--- src/rtl/pipeline_interlock_ctrl.sv ---
`default_nettype none
// ============================================================================
//  Module   : pipeline_interlock_ctrl
//  Purpose  : Stall/flush sequencer for the 5-stage pipeline (IF, OF, EX, MA,
//             RW). It covers the hazards forwarding cannot hide: load-use,
//             multi-cycle mul/div/mod in EX, and taken branches. It drives
//             the PC hold, pipeline-register holds and bubble injections, and
//             keeps saturating stall/flush counters for performance debug.
//  Revision : 1.0 - initial release
// ----------------------------------------------------------------------------
//  Parameters
//    MD_LATENCY  EX cycles for mul/div/mod (1..5); stall = MD_LATENCY-1 cycles
//    CNT_W       width of the performance counters
//  Ports
//    clk              in   1      pipeline clock, rising edge
//    reset            in   1      asynchronous active-high reset
//    input_OF_IR      in   32     instruction in OF stage
//    input_EX_IR      in   32     instruction in EX stage
//    is_branch_taken  in   1      EX-stage branch resolved taken
//    stall_pc         out  1      hold PC
//    stall_if_of      out  1      hold IF/OF register
//    hold_of_ex       out  1      hold OF/EX register
//    bubble_of_ex     out  1      load nop into OF/EX register
//    bubble_ex_ma     out  1      load nop into EX/MA register
//    flush_if_of      out  1      load nop into IF/OF register
//    stall_cycle_cnt  out  CNT_W  saturating count of stall_pc cycles
//    flush_cnt        out  CNT_W  saturating count of flush_if_of cycles
// ============================================================================
module pipeline_interlock_ctrl #(
  parameter int MD_LATENCY = 4,
  parameter int CNT_W      = 16
) (
  input  logic             clk,
  input  logic             reset,
  input  logic [31:0]      input_OF_IR,
  input  logic [31:0]      input_EX_IR,
  input  logic             is_branch_taken,
  output logic             stall_pc,
  output logic             stall_if_of,
  output logic             hold_of_ex,
  output logic             bubble_of_ex,
  output logic             bubble_ex_ma,
  output logic             flush_if_of,
  output logic [CNT_W-1:0] stall_cycle_cnt,
  output logic [CNT_W-1:0] flush_cnt
);

  // Opcodes
  localparam logic [4:0] c_OP_MUL  = 5'b00010;
  localparam logic [4:0] c_OP_DIV  = 5'b00011;
  localparam logic [4:0] c_OP_MOD  = 5'b00100;
  localparam logic [4:0] c_OP_NOT  = 5'b01000;
  localparam logic [4:0] c_OP_MOV  = 5'b01001;
  localparam logic [4:0] c_OP_NOP  = 5'b01101;
  localparam logic [4:0] c_OP_LD   = 5'b01110;
  localparam logic [4:0] c_OP_ST   = 5'b01111;
  localparam logic [4:0] c_OP_BEQ  = 5'b10000;
  localparam logic [4:0] c_OP_BGT  = 5'b10001;
  localparam logic [4:0] c_OP_B    = 5'b10010;
  localparam logic [4:0] c_OP_CALL = 5'b10011;
  localparam logic [4:0] c_OP_RET  = 5'b10100;
  localparam logic [3:0] c_REG_RA  = 4'b1111;

  // With a single-cycle multiplier the mul/div trigger is compiled out.
  localparam logic       c_MD_EN       = (MD_LATENCY > 1);
  localparam logic       c_MD_SKIP     = (MD_LATENCY == 2);
  localparam int         c_MD_LOAD_INT = (MD_LATENCY >= 2) ? (MD_LATENCY - 2) : 0;
  localparam logic [1:0] c_MD_LOAD     = c_MD_LOAD_INT[1:0];

  typedef enum logic [1:0] {
    ST_RUN     = 2'd0,
    ST_MD_BUSY = 2'd1,
    ST_MD_DONE = 2'd2
  } state_t;

  state_t           r_state;
  logic [1:0]       r_md_cnt;
  logic [CNT_W-1:0] r_stall_cnt;
  logic [CNT_W-1:0] r_flush_cnt;

  // --------------------------------------------------------------------------
  // Instruction field decode
  // --------------------------------------------------------------------------
  logic [4:0] w_of_op;
  logic       w_of_imm;
  logic [3:0] w_of_rd;
  logic [3:0] w_of_rs1;
  logic [3:0] w_of_rs2;
  logic [4:0] w_ex_op;
  logic [3:0] w_ex_rd;
  logic       w_unused_bits;

  assign w_of_op  = input_OF_IR[31:27];
  assign w_of_imm = input_OF_IR[26];
  assign w_of_rd  = input_OF_IR[25:22];
  assign w_of_rs1 = input_OF_IR[21:18];
  assign w_of_rs2 = input_OF_IR[17:14];
  assign w_ex_op  = input_EX_IR[31:27];
  assign w_ex_rd  = input_EX_IR[25:22];

  assign w_unused_bits = ^{input_OF_IR[13:0], input_EX_IR[26], input_EX_IR[21:0]};

  // --------------------------------------------------------------------------
  // Which registers the OF instruction actually reads
  // --------------------------------------------------------------------------
  logic w_of_no_regs;  // control-flow/nop: neither rs1 nor rs2
  logic w_of_rs1_used;
  logic w_of_rs2_used;
  logic w_of_rd_used;  // store data comes from rd
  logic w_of_ra_used;  // ret reads the link register

  assign w_of_no_regs  = (w_of_op == c_OP_NOP) || (w_of_op == c_OP_B)   ||
                         (w_of_op == c_OP_BEQ) || (w_of_op == c_OP_BGT) ||
                         (w_of_op == c_OP_CALL)|| (w_of_op == c_OP_RET);
  assign w_of_rs1_used = !(w_of_no_regs || (w_of_op == c_OP_NOT) || (w_of_op == c_OP_MOV));
  assign w_of_rs2_used = !w_of_imm && !w_of_no_regs;
  assign w_of_rd_used  = (w_of_op == c_OP_ST);
  assign w_of_ra_used  = (w_of_op == c_OP_RET);

  logic w_ex_is_md;
  logic w_load_use;

  assign w_ex_is_md = (w_ex_op == c_OP_MUL) || (w_ex_op == c_OP_DIV) || (w_ex_op == c_OP_MOD);
  assign w_load_use = (w_ex_op == c_OP_LD) &&
                      ((w_of_rs1_used && (w_of_rs1 == w_ex_rd)) ||
                       (w_of_rs2_used && (w_of_rs2 == w_ex_rd)) ||
                       (w_of_rd_used  && (w_of_rd  == w_ex_rd)) ||
                       (w_of_ra_used  && (c_REG_RA == w_ex_rd)));

  // --------------------------------------------------------------------------
  // Hazard selection. EX holds a single instruction, so the sources are
  // exclusive; the priority order only matters for malformed inputs.
  // --------------------------------------------------------------------------
  logic w_md_stall;
  logic w_br_flush;
  logic w_ld_stall;

  always_comb begin
    w_md_stall = 1'b0;
    w_br_flush = 1'b0;
    w_ld_stall = 1'b0;
    case (r_state)
      ST_RUN: begin
        if (c_MD_EN && w_ex_is_md) begin
          w_md_stall = 1'b1;
        end else if (is_branch_taken) begin
          w_br_flush = 1'b1;
        end else if (w_load_use) begin
          w_ld_stall = 1'b1;
        end
      end
      ST_MD_BUSY: begin
        // Branch resolution is meaningless while EX is still computing.
        w_md_stall = 1'b1;
      end
      ST_MD_DONE: begin
        // The finished mul/div is still in EX this cycle; do not retrigger.
        if (is_branch_taken) begin
          w_br_flush = 1'b1;
        end else if (w_load_use) begin
          w_ld_stall = 1'b1;
        end
      end
      default: begin
        w_md_stall = 1'b0;
      end
    endcase
  end

  // Outputs are gated by reset so they drop in the same cycle reset rises.
  logic w_stall;
  assign w_stall = !reset && (w_md_stall || w_ld_stall);

  assign stall_pc        = w_stall;
  assign stall_if_of     = w_stall;
  assign hold_of_ex      = !reset && w_md_stall;
  assign bubble_ex_ma    = !reset && w_md_stall;
  assign bubble_of_ex    = !reset && (w_br_flush || w_ld_stall);
  assign flush_if_of     = !reset && w_br_flush;
  assign stall_cycle_cnt = r_stall_cnt;
  assign flush_cnt       = r_flush_cnt;

  // --------------------------------------------------------------------------
  // Multi-cycle sequencer
  // --------------------------------------------------------------------------
  always_ff @(posedge clk or posedge reset) begin
    if (reset) begin
      r_state  <= ST_RUN;
      r_md_cnt <= 2'd0;
    end else begin
      case (r_state)
        ST_RUN: begin
          if (c_MD_EN && w_ex_is_md) begin
            r_md_cnt <= c_MD_LOAD;
            r_state  <= c_MD_SKIP ? ST_MD_DONE : ST_MD_BUSY;
          end
        end
        ST_MD_BUSY: begin
          r_md_cnt <= r_md_cnt - 2'd1;
          // <=1 also recovers from an out-of-range zero count.
          if (r_md_cnt <= 2'd1) begin
            r_state <= ST_MD_DONE;
          end
        end
        ST_MD_DONE: begin
          r_state <= ST_RUN;
        end
        default: begin
          r_state <= ST_RUN;
        end
      endcase
    end
  end

  // --------------------------------------------------------------------------
  // Saturating performance counters
  // --------------------------------------------------------------------------
  always_ff @(posedge clk or posedge reset) begin
    if (reset) begin
      r_stall_cnt <= '0;
      r_flush_cnt <= '0;
    end else begin
      if (stall_pc && (r_stall_cnt != {CNT_W{1'b1}})) begin
        r_stall_cnt <= r_stall_cnt + CNT_W'(1);
      end
      if (flush_if_of && (r_flush_cnt != {CNT_W{1'b1}})) begin
        r_flush_cnt <= r_flush_cnt + CNT_W'(1);
      end
    end
  end

endmodule
`default_nettype wire
--- config.mk ---
export PLATFORM = sky130hd
export DESIGN_NAME = pipeline_interlock_ctrl
export DESIGN_NICKNAME = d
export VERILOG_FILES = /design/src/rtl/pipeline_interlock_ctrl.sv
export SDC_FILE = /design/constraint.sdc
export NUM_CORES = 1
export LEC_CHECK = 0
export ABC_AREA = 1
export BUFFER_PORTS_ARGS = -buffer_cell sky130_fd_sc_hd__buf_2
export CAP_MARGIN = 20
export CORE_ASPECT_RATIO = 1.75
export CORE_UTILIZATION = 35
export CTS_CLUSTER_SIZE = 40
export DETAILED_ROUTE_END_ITERATION = 6
export SETUP_SLACK_MARGIN = 0.15
export SYNTH_ARGS = -nofsm -noshare
export SYNTH_HDL_FRONTEND = slang
export SYNTH_SLANG_ARGS = --single-unit
export TNS_END_PERCENT = 5
--- constraint.sdc ---
create_clock -name clk -period 2.4 [get_ports clk]
set_input_delay 0.36 -clock clk [delete_from_list [all_inputs] [get_ports clk]]
set_output_delay 0.36 -clock clk [all_outputs]
set_load 0.005 [all_outputs]
==> results.yml, run 1 <==
critical_path:
  critical_path_cell_count: 7
  critPathBufInv: 1
  cp-start-kind: "flop"
  endpoint_kind: "output pin"
  cp_data_required_time_ps: 2040
  cpPeakStageDelay_ps: 390
  crit_family: "simple AND/OR/NAND/NOR gates"
  r2r_start: "stall_cycle_cnt[0]$_DFFE_PP0P_"
  rrSetupSlack_ps: 570
  cp_data_arrival_time_ps: 1570
  crit_path_max_fanout: 20
  cp-endpoint: "stall_if_of"
  reg2reg_depth: 7
  worstSetupStartpoint: "r_state[1]$_DFFE_PP0P_"
  r2r-end: "stall_cycle_cnt[9]$_DFFE_PP0P_"
  critical_path_class: "reg -> out"
  critical-path-slowest-cell: "dfrtp_1"
  crit_chain: "nor3_2 > o211ai_2 > nand2_1 > nor2_2 > nand2_4 > nand2_8 > buf_2"
synth:
  syn-cell-area_um2: 2525
  post-synth-top-area-cell: "dfrtp_1"
  netlist.area_leader.share_pct: 35.68
  synth_seq_area_share_pct: 35.68
  synth_area_leaders: "dfrtp_1 (36%), nand2_1 (15%), nand3_1 (6.7%)"
  ys_warn_count: 0
  synth_nets: 417
  ys_ff_latch: 36
  ys_types: 30
  syn_avg_cell_area_um2: 7.276
  syn_inst: 347
cells_and_area:
  layout-drive-gt1-share_pct: 27.75
  nFillCells: 727
  n_antenna_cell: 0
  final_cell_mix: "nand2_1 (103), buf_2 (67), inv_1 (36), dfrtp_1 (36), nand3_1 (34)"
  final_util_pct: 44.76
  area_growth_pct: 22.45
  final_nets: 487
  layout.cells.most_common: "nand2_1"
cts:
  clk_path_buf_depth: 2
  cts-hold-fix-buffers: 0
  cts_tree: "yes"
  clk_pin_slew_worst_paths_ps: 60
  cts_resized: 0
  clock_sinks: 36
  post_cts_buffers: 0
  cts_root_buf: "clkbuf_16"
  clk_latency_ps: 280
  h-tree-depth: 2
  cts_buffers: 5
sta:
  setup_violations: 0
  hold_viol_final: 0
  worstMarginPinSlew_ps: 339.7
  max-slew-margin-rel_pct: 77.18
  fmax_mhz: 518.7
  min_period_ps: 1928
  hold_ws_ps: 183.3
  rsz0062_at_grt: "false"
  drv_slew: 0
  fin_crit_sh_pct: 80.34
  tns_ps: 0
  finClkSkew_ps: 2.315
  setup_ws_ps: 471.9
drt:
  dr.pass1.iters: 4
  via_per_inst: 4.823
  drt_iter0_drc: 84
  routedWlPerCell_um: 12.14
  drc: 0
  vias: 2421
  routed_wl_mm: 6.094
  ant_nets: 0
floorplan:
  die_x_um: 66.21
  fp.coreArea_um2: 6907
  io_pins: 105
  fp-row-count: 40
  initial_utilization_pct: 36.56
  die_area_um2: 7571
  die_height_um: 114.4
pwr:
  irDropWorstVdd_mv: 0.4462
  power_density_nw_per_um2: 704.4
  power.total_uw: 2178
  leakage_uw: 0.001723
job:
  cap_violations: 0
placed_design:
  hpwl_mm: 4.750
  gp_congestion: 0.8227
  place_ws_ps: 555.3
  io_buffers: 67
global_route:
  antenna_found_initial: 0
  grt_pass1_vias: 2324
  gr-total-overflow: 0
  grt_pass1_wl_mm: 10.18
  grt.total_usage_pct: 17.36
  grt_max_degree: 21
outcome:
  outcome: "complete, no violations"
min_path:
  hold_path_class: "in -> async"
==> stage by stage <==
step / cell area, um^2 / std cells
floorplan: 2525 / 347
global placement: 2924 / 494
detailed placement: 2924 / 494
CTS: 3092 / 502
global route: 3092 / 502
finish: 3092 / 502
==> cell type report <==
type | instances | area [um^2] | area share (%)
Multi-Input combinational cell | 263 | 1406 | 45.49
Sequential cell | 36 | 900.9 | 29.14
Timing Repair Buffer | 70 | 357.8 | 11.57
Inverter | 41 | 153.9 | 4.978
Clock buffer | 5 | 125.1 | 4.047
Tap cell | 84 | 105.1 | 3.399
Clock inverter | 3 | 42.54 | 1.376
==> power breakdown <==
part | switching [uW] | internal (uW)
Sequential | 155 | 720
Clock | 257 | 488
Combinational | 317 | 241
Total | 729 | 1450
==> kinds of logic (layout without fill, tap and decap cells) <==
group                    after synthesis  after routing  synth area share [%]
AO/OA/AOI/OAI                         13             13                 2.973
XOR/XNOR                              29             29                 10.06
adder cells (fa/ha/maj)                3              3                 1.487
buffers and inverters                 48            119                 8.622
flip-flops                            36             36                 35.68
AND/OR/NAND/NOR                      218            218                 41.18
==> worst min-delay path: stages <==
cell,delay [ps]
buf_2,110
inv_1,90
buf_4,270
==> worst min path at each step <==
stage,start,to,slack (ps),cells past startpoint
floorplan,r_state[0]$_DFFE_PP0P_,r_state[0]$_DFFE_PP0P_,440,1
global placement,r_state[0]$_DFFE_PP0P_,r_state[0]$_DFFE_PP0P_,450,1
detailed placement,r_state[0]$_DFFE_PP0P_,r_state[0]$_DFFE_PP0P_,460,1
CTS,reset,r_md_cnt[1]$_DFFE_PP0P_,190,3
global route,reset,r_md_cnt[1]$_DFFE_PP0P_,220,3
finish,reset,stall_cycle_cnt[4]$_DFFE_PP0P_,180,3
==> registers in the layout, summed over array words and instances (netlist names) <==
| register | cells |
|---|---|
| stall_cycle_cnt | 16 |
| flush_cnt | 16 |
| r_md_cnt | 2 |
| r_state | 2 |
==> cell usage after synthesis (all sizes together) <==
cell and n:
a21oi 1, a22oi 1, buf 7, dfrtp 36
ha 3, inv 41, nand2 128, nand3 35
nand3b 1, nand4 6, nor2 33, nor3 11
nor3b 1, nor4 3, o211ai 1, o21ai 10
xnor2 11, xor2 18
==> per-layer routing <==
layer	vias up	GRT usage [%]	part of all wire [%]
met5	-	0	0
met4	0	6.099	1.6
met3	9	2.689	4.3
met2	60	34.35	55
met1	1128	17.40	39
li1	1224	-	-
Note: power is estimated with default switching activity, not from simulation.
==> inputs of run 2 (changes only) <==
Settings changed: ABC_AREA 1 to 0.
Clock period 2.4 ns to 1.8 ns, I/O delays scaled along.
==> run 2 against run 1 <==
  * The flow now finishes with violations (setup timing)
  * Total power rose by 20%
  * Design area fell by 1.2%
  * Global-route usage barely moved
  * Final cell count fell by 21%
  * Synthesized area fell by 21%
  * Critical path depth did not move
  * Sequential power rose by 20%
  * Synthesized cell count fell by 44%
  * Register-to-register slack got worse by 690 ps
  * Wire length fell by 23%
  * Clock skew rose by 4.0 ps
  * Worst setup slack got worse by 600 ps
==> results.yml, run 2 <==
floorplan:
  initial_utilization_pct: 35.91
  io_pins: 105
  fp-row-count: 36
  die_x_um: 58.99
  fp.coreArea_um2: 5540
  die_area_um2: 6001
  die_height_um: 101.7
critical_path:
  endpoint_kind: "flop"
  cp_data_required_time_ps: 1980
  critical_path_class: "reg -> reg"
  critical-path-slowest-cell: "dfrtp_1"
  crit_chain: "ha_2 > inv_2 > or3_4 > o32a_1 > o21ai_4 > buf_12 > mux2_4"
  crit_path_max_fanout: 8
  cpPeakStageDelay_ps: 370
  cp_data_arrival_time_ps: 2100
  cp-start-kind: "flop"
drt:
  dr.pass1.iters: 4
  vias: 1826
  drc: 0
  routedWlPerCell_um: 11.89
  routed_wl_mm: 4.697
  drt_iter0_drc: 23
  via_per_inst: 4.623
  ant_nets: 0
sta:
  rsz0062_at_grt: "true"
  tns_ps: -1149
  fmax_mhz: 519.7
  finClkSkew_ps: 6.363
  worstMarginPinSlew_ps: 445.8
  setup_violations: 18
  max-slew-margin-rel_pct: 70.28
  setup_ws_ps: -124.3
  hold_viol_final: 0
  drv_slew: 0
  fin_crit_sh_pct: 106.9
  min_period_ps: 1924
cts:
  clk_latency_ps: 290
  cts_buffers: 5
  clk_path_buf_depth: 2
  h-tree-depth: 2
  clk_pin_slew_worst_paths_ps: 70
  cts_root_buf: "clkbuf_8"
  clock_sinks: 36
  cts_tree: "yes"
pwr:
  leakage_uw: 0.001578
  power.total_uw: 2608
  power_density_nw_per_um2: 853.9
  irDropWorstVdd_mv: 0.4072
synth:
  ys_warn_count: 0
  synthMuxAreaShare_pct: 1.132
  synth_adder_area_share_pct: 1.887
  syn_avg_cell_area_um2: 10.15
  synth_seq_area_share_pct: 45.28
  yosysMostFrequentCell: "dfrtp_1"
  synth_top_family_by_area: "simple AND/OR/NAND/NOR gates"
  synthSimpleGateAreaFrac_pct: 25.60
  syn-cell-area_um2: 1989
  ys_types: 37
  synth_common_cells: "dfrtp_1 (36), xnor2_1 (20), xor2_1 (20), nand2_1 (15)"
  synth_nets: 266
  syn_inst: 196
  synth_compound_area_share_pct: 5.283
  ys_ff_latch: 36
  netlist.area_leader.share_pct: 45.28
  synth_top_flop_cell: "dfrtp_1"
  synth_area_leaders: "dfrtp_1 (45%), xnor2_1 (8.8%), xor2_1 (8.8%)"
  post-synth-top-area-cell: "dfrtp_1"
  synth_edf_count: 0
  ys_async_sr_fraction_pct: 100.0
  synth-xor-area-share_pct: 17.61
cells_and_area:
  layout-drive-gt1-share_pct: 49.84
  nFillCells: 535
  layout.cells.most_common: "buf_2"
  fin_area_um2: 3054
  final_cell_mix: "buf_2 (65), buf_4 (44), dfrtp_1 (36)"
  n_antenna_cell: 0
  area_growth_pct: 53.52
  final_nets: 388
  layoutNonFillerInstCount: 395
placed_design:
  dpl_cell_area_um2: 2769
  gp_congestion: 0.7704
  hpwl_mm: 3.626
  place_ws_ps: -257.4
  dp.cells: 383
  io_buffers: 67
global_route:
  gr-total-overflow: 0
  grt.total_usage_pct: 17.33
  grt_max_degree: 36
  grt_pass1_wl_mm: 7.859
  grt_pass1_vias: 1815
  antenna_found_initial: 0
outcome:
  violations: "setup timing"
  outcome: "finished, violations left"
job:
  cap_violations: 0
min_path:
  hold_path_class: "in -> async"
-- run 2: kinds of logic (layout without fill, tap and decap cells) --
family	after synthesis	count (layout)
compound gates	15	15
xor+xnor	40	40
fa+ha+maj	3	3
buf+inv	12	135
flops	36	36
mux	2	2
simple gates	88	88
-- run 2: layer usage --
layer | part of all wire (%) | global-route usage, % | up-vias
li1 | - | - | 915
met1 | 38 | 17.49 | 839
met2 | 55 | 32.87 | 63
met3 | 4.4 | 3.065 | 9
met4 | 2.7 | 8.425 | 0
met5 | 0 | 0 | -
-- run 2: metrics by stage --
stage / util [%] / hold slack, ps
floorplan: - / 418.9
global placement: 49.98 / 142.3
detailed placement: 49.98 / 148.9
CTS: 54.52 / 398.6
global route: 55.13 / 407.3
finish: 55.13 / 408.9
-- run 2: repair_timing --
action	in CTS	in global routing
cloned	1	0
resized for setup	21	7
endpoints found under the setup margin	37	28
buffers inserted	2	0
pin swaps	8	8
endpoints found under the hold margin	1	0
hold buffers	1	0
-- run 2: worst paths after layout --
path | start | endpoint | slack (ps) | cells past startpoint
setup / recovery | stall_cycle_cnt[0]$_DFFE_PP0P_ | stall_cycle_cnt[1]$_DFFE_PP0P_ | -120 | 7
hold / removal | reset | r_md_cnt[0]$_DFFE_PP0P_ | 410 | 3
setup reg to reg | stall_cycle_cnt[0]$_DFFE_PP0P_ | stall_cycle_cnt[1]$_DFFE_PP0P_ | -120 | 7
hold reg to reg | r_md_cnt[1]$_DFFE_PP0P_ | r_state[1]$_DFFE_PP0P_ | 450 | 1
max in group asynchronous | reset | stall_cycle_cnt[15]$_DFFE_PP0P_ | 780 | 4
min in group clk | input_EX_IR[31] | r_state[0]$_DFFE_PP0P_ | 420 | 5
-- run 2: area by class of cell --
class                   count  area (um^2)  area share (%)
clock inverters             3        42.54           1.393
well taps                  76        95.09           3.113
flip-flops and latches     36        900.9           29.50
repair buffers            118        789.5           25.85
inverters                   9        33.78           1.106
multi-input cells         148         1124           36.79
clock buffers               5        68.82           2.253
-- run 2: power breakdown --
group	internal, uW	switching [uW]
clock network	410	300
registers	937	108
logic	469	384
-- run 2: critical path: cells and delay by family, from the launching register on --
kind	cells	cell delay [ps]
buf+inv	2	190
simple gates	1	330
compound gates	2	420
mux	1	290
fa+ha+maj	1	200
flops	1	370
